[src/rtl/gbc_lcd_sampler.sv]
// GBC LCD bus sampler: synchronises the asynchronous LCD bus into the pixel clock domain and
// turns dot-clock falls into linear VRAM write strobes carrying an RGB332 byte.
module gbc_lcd_sampler #(
  parameter int unsigned H_PIXELS   = 160,
  parameter int unsigned V_LINES    = 144,
  parameter int unsigned ADDR_WIDTH = 15
) (
  input  logic                  i_clk,
  input  logic                  i_reset,
  input  logic                  i_gbcDCLK,
  input  logic                  i_gbcCLS,
  input  logic                  i_gbcSPS,
  input  logic [2:0]            i_gbcPixelData,
  output logic [ADDR_WIDTH-1:0] o_vramWriteAddr,
  output logic [7:0]            o_vramDataOut,
  output logic                  o_vramWriteEnable,
  output logic                  o_frameStart,
  output logic [7:0]            o_frameCount,
  output logic                  o_lineLengthError
);

  localparam logic [7:0]            HPix  = 8'(H_PIXELS);
  localparam logic [7:0]            VLin  = 8'(V_LINES);
  localparam logic [ADDR_WIDTH-1:0] HStep = ADDR_WIDTH'(H_PIXELS);

  typedef enum logic [0:0] {StIdle, StActive} state_e;

  // Bit layout of the synchroniser: {dclk, cls, sps, pixel[2:0]}
  logic [5:0] sync1_q, sync2_q;
  logic [2:0] prev_q;

  logic       dclk_s, cls_s, sps_s;
  logic [2:0] pix_s;
  logic       frame_ev, line_ev, pix_ev, active;

  state_e                state_q, state_d;
  logic [7:0]            col_q, col_d;
  logic [7:0]            row_q, row_d;
  logic [ADDR_WIDTH-1:0] base_q, base_d;
  logic                  first_q, first_d;
  logic [ADDR_WIDTH-1:0] addr_q, addr_d;
  logic [7:0]            data_q, data_d;
  logic                  we_q, we_d;
  logic                  fs_q, fs_d;
  logic [7:0]            fc_q, fc_d;
  logic                  err_q, err_d;

  assign dclk_s = sync2_q[5];
  assign cls_s  = sync2_q[4];
  assign sps_s  = sync2_q[3];
  assign pix_s  = sync2_q[2:0];

  assign frame_ev = prev_q[0] & ~sps_s;
  assign line_ev  = ~prev_q[1] & cls_s;
  assign pix_ev   = prev_q[2] & ~dclk_s;
  assign active   = (state_q == StActive) || frame_ev;

  always_comb begin
    state_d = state_q;
    col_d   = col_q;
    row_d   = row_q;
    base_d  = base_q;
    first_d = first_q;
    addr_d  = addr_q;
    data_d  = data_q;
    we_d    = 1'b0;
    fs_d    = 1'b0;
    fc_d    = fc_q;
    err_d   = err_q;

    // Events are applied in order frame, line, pix; later stages see the updated position.
    if (frame_ev) begin
      state_d = StActive;
      col_d   = 8'd0;
      row_d   = 8'd0;
      base_d  = '0;
      first_d = ~line_ev;
      fs_d    = 1'b1;
      fc_d    = fc_q + 8'd1;
    end else if (active && line_ev) begin
      if (first_q) begin
        first_d = 1'b0;
      end else begin
        if (col_q != HPix) err_d = 1'b1;
        if (row_q != VLin) begin
          row_d  = row_q + 8'd1;
          base_d = base_q + HStep;
        end
      end
      col_d = 8'd0;
    end

    if (active && pix_ev) begin
      if (col_d < HPix && row_d < VLin) begin
        we_d   = 1'b1;
        addr_d = base_d + ADDR_WIDTH'(col_d);
        data_d = {pix_s, pix_s, pix_s[2:1]};
      end
      if (col_d != 8'hff) col_d = col_d + 8'd1;
    end
  end

  always_ff @(posedge i_clk or posedge i_reset) begin
    if (i_reset) begin
      sync1_q <= '0;
      sync2_q <= '0;
      prev_q  <= '0;
      state_q <= StIdle;
      col_q   <= '0;
      row_q   <= '0;
      base_q  <= '0;
      first_q <= 1'b0;
      addr_q  <= '0;
      data_q  <= '0;
      we_q    <= 1'b0;
      fs_q    <= 1'b0;
      fc_q    <= '0;
      err_q   <= 1'b0;
    end else begin
      sync1_q <= {i_gbcDCLK, i_gbcCLS, i_gbcSPS, i_gbcPixelData};
      sync2_q <= sync1_q;
      prev_q  <= {dclk_s, cls_s, sps_s};
      state_q <= state_d;
      col_q   <= col_d;
      row_q   <= row_d;
      base_q  <= base_d;
      first_q <= first_d;
      addr_q  <= addr_d;
      data_q  <= data_d;
      we_q    <= we_d;
      fs_q    <= fs_d;
      fc_q    <= fc_d;
      err_q   <= err_d;
    end
  end

  assign o_vramWriteAddr   = addr_q;
  assign o_vramDataOut     = data_q;
  assign o_vramWriteEnable = we_q;
  assign o_frameStart      = fs_q;
  assign o_frameCount      = fc_q;
  assign o_lineLengthError = err_q;

endmodule

[config.mk]
export PLATFORM = sky130hd
export DESIGN_NAME = gbc_lcd_sampler
export DESIGN_NICKNAME = d
export VERILOG_FILES = /design/src/rtl/gbc_lcd_sampler.sv
export SDC_FILE = /design/constraint.sdc
export NUM_CORES = 1
export LEC_CHECK = 0
export ABC_AREA = 1
export CAP_MARGIN = 15
export CELL_PAD_IN_SITES_DETAIL_PLACEMENT = 0
export CELL_PAD_IN_SITES_GLOBAL_PLACEMENT = 1
export CORE_ASPECT_RATIO = 1.2
export CORE_MARGIN = 3
export CORE_UTILIZATION = 46
export DETAILED_ROUTE_END_ITERATION = 8
export HOLD_SLACK_MARGIN = 0.1
export PLACE_DENSITY_LB_ADDON = 0.1
export SKIP_LAST_GASP = 1
export SLEW_MARGIN = 20
export SYNTH_ARGS = -nofsm -noshare
export SYNTH_HDL_FRONTEND = slang
export SYNTH_SLANG_ARGS = --single-unit
[constraint.sdc]
create_clock -name i_clk -period 4.55 [get_ports i_clk]
set_input_delay 0.455 -clock i_clk [delete_from_list [all_inputs] [get_ports i_clk]]
set_output_delay 0.455 -clock i_clk [all_outputs]
set_load 0.01 [all_outputs]
==> results.yml <==
layout:
  drive_gt1_frac: 0.132
  multi_input_area_sq_um: 1690
  final_util: 0.561
  layout-area-overhead-vs-synth_pct: 17.4
  nNetsFinal: 508
  register_area_sq_um: 1930
  finalInstanceArea_sq_um: 4630
  fillers: 767
  insertedDiodeCount: 0
critical_path:
  cp-start-kind: "register"
  worstPathRequired_ns: 4.79
  cp-end-kind: "register"
  cp.arrival_ns: 3.35
  cp_max_fo: 18
  r2r_setup_slack_ns: 1.44
  crit_type: "register to register"
clocking:
  cts_resized: 0
  clkSinkCount: 77
  clk_pin_slew_ns: 0.08
  numCtsBuffers: 9
  h-tree-depth: 3
  cts_buffer_depth: 2
  ctsHoldBuffers: 0
  cts_setup_buffers: 0
  cts_root_buf: "clkbuf_8"
  clock_latency_ns: 0.34
  cts_tree: "yes"
route:
  via_count: 2914
  drtAntennaViolNets: 0
  drt-initial-drc-count: 92
  wire_per_inst_microns: 12.7
  drt-vias-per-instance: 4.82
  drt_first_pass_iters: 4
  drc: 0
  drt-total-wl_microns: 7710
placed_design:
  port-buffer-count: 41
  dp_hpwl_microns: 5670
  place_congestion: 0.842
  place_area_sq_um: 4420
sta:
  finalSetupViolations: 0
  hold_ws_ns: 0.353
  slew_viol_final: 0
  finalCritPeriodShare: 0.685
  fin_skew_ns: 0.00784
  rsz0062_at_grt: "false"
  fin_crit_ns: 3.11
  timing.fmax_mhz: 321
  totalNegativeSetupSlack_ns: 0
  tightest_slew_ns: 0.801
  relSlewSlack: 0.465
  hold_viol: 0
floorplanning:
  dieHeight_microns: 107
  num_rows: 36
  die_width_microns: 90.5
  die-area_sq_um: 9720
  start_util: 0.478
  num_io_pins: 42
  coreArea_sq_um: 8240
yosys:
  synth-main-ff-cell: "dfrtp_1"
  synth_cells: 443
  synth.distinct_cells: 36
  ys_seq_elements: 77
  synth_edf_count: 0
  synth.avg_cell_area_sq_um: 8.90
  yosysWarnings: 0
  syn_nets: 465
  synth_area_sq_um: 3940
  synth_seq_area_share: 0.489
  synthArstFlopShare: 1.00
  netlist_top_cells_area: "dfrtp_1 (49%), nand2_1 (9.3%), inv_1 (5.8%)"
  yosysTopAreaCell: "dfrtp_1"
  synth_top_area_share: 0.489
pwr:
  p_int_uw: 1220
  switching_share: 0.280
  p_clk_frac: 0.324
  switchingPower_uw: 473
  power_density_nw_per_um2: 365
  power_uw: 1690
  pwr-share-seq: 0.477
  power_frac_comb: 0.199
  power.leakage_uw: 0.00224
  ir_worst_vdd_uv: 168
grt:
  antenna_found_initial: 0
  gr-total-overflow: 0
  grt_pass1_wl_microns: 13600
  grt_usage: 0.176
  grt_max_degree: 47
  grt_pass1_vias: 2917
worst_hold_path:
  hold_path.class: "register to register"
run_status:
  status: "complete, no violations"
job:
  drv_cap: 0
[metal layers]
layer,GRT usage,part of all wire,vias up
met1,0.217,0.46,1358
li1,-,-,1485
met5,0,0,-
met2,0.295,0.48,53
met4,0.0842,0.028,0
met3,0.0343,0.028,18
[flip-flops by register name, indices dropped and copies added, names as in the netlist]
name and count:
o_vramWriteAddr 15, base_q 15, o_frameStart 1, o_lineLengthError 1
sync2_q 6, state_q 1, sync1_q 6, row_q 8
prev_q 3, col_q 8, o_vramDataOut 3, o_frameCount 8
first_q 1, o_vramWriteEnable 1
[critical path: stages (launching register included)]
cell and delay (ns):
dfrtp_1 0.39, inv_1 0.10, nand2_4 0.16, nand2_4 0.14
nand3_2 0.09, nor2_4 0.31, inv_1 0.16, nand2_1 0.13
nand2_1 0.06, o21ai_0 0.07, inv_1 0.07, ha_1 0.37
nand2_1 0.08, nor3_1 0.21, nor2_1 0.11, nor3_4 0.27
nand4_1 0.13, nand3_1 0.09, nand2_1 0.05
[cell type report]
type	count	area share
clock inverter	5	0.0162
inverter	63	0.0514
sequential	77	0.417
clock buffer	11	0.0284
tap	114	0.0308
timing repair buffer	43	0.0920
multi-input combinational	292	0.365
[final timing paths]
path | depth (start not counted) | endpoint | from
min reg2reg | 0 | sync2_q[1] | sync1_q[1]
min in group asynchronous | 2 | base_q[0] | i_reset
max reg2reg | 18 | o_vramWriteAddr[14] | sync2_q[3]
max | 18 | o_vramWriteAddr[14] | sync2_q[3]
max in group asynchronous | 3 | base_q[12] | i_reset
min | 0 | sync2_q[1] | sync1_q[1]
[cell usage in the layout (no fill, tap or decap), types with 10 or more instances in the layout]
cell | synthesis | final
clkdlybuf4s50_1 | 0 | 41
o21ai_0 | 13 | 13
xor2_1 | 18 | 18
nand3_1 | 39 | 39
dfrtp_1 | 77 | 77
nand2_1 | 98 | 98
nor2_2 | 12 | 12
nor3_1 | 10 | 10
nor2_1 | 28 | 28
ha_1 | 13 | 13
inv_1 | 61 | 60
[stage by stage]
stage	instances	setup slack, ns
2_1_floorplan	443	1.83
3_3_place_gp	589	1.52
3_5_place_dp	589	1.45
4_1_cts	605	1.43
5_1_grt	605	1.05
6_report	605	1.44
[cell usage after synthesis, types with 4 or more instances]
library cell / count
a21oi_1: 9
o21ai_2: 7
buf_6: 4
nor2_2: 12
o21ai_0: 13
nand2_4: 4
nand2_2: 9
nand3_2: 4
xnor2_1: 5
nor2_1: 28
nand4_1: 7
inv_1: 61
dfrtp_1: 77
nand2_1: 98
buf_4: 5
nor3_1: 10
nand3_1: 39
xor2_1: 18
ha_1: 13
[cells by family (layout without fill, tap and decap cells)]
kind of cell | after synthesis | in the layout | synth area share
AOI/OAI and AO/OA | 34 | 34 | 0.0543
buffers and inverters | 74 | 122 | 0.0832
DFF | 77 | 77 | 0.489
xor gates and xnor gates | 23 | 23 | 0.0511
and+or+nand+nor | 221 | 221 | 0.276
adders and majority gates | 14 | 14 | 0.0464
[power by group through the flow]
stage | Clock, uW | Combinational (uW) | Sequential (uW)
after global placement | 0 | 340 | 818
after global routing | 601 | 375 | 818
after detailed placement | 0 | 342 | 821
after floorplan | 0 | 192 | 830
final | 548 | 336 | 806
after CTS | 573 | 343 | 807
(Power assumes the default switching activity.)
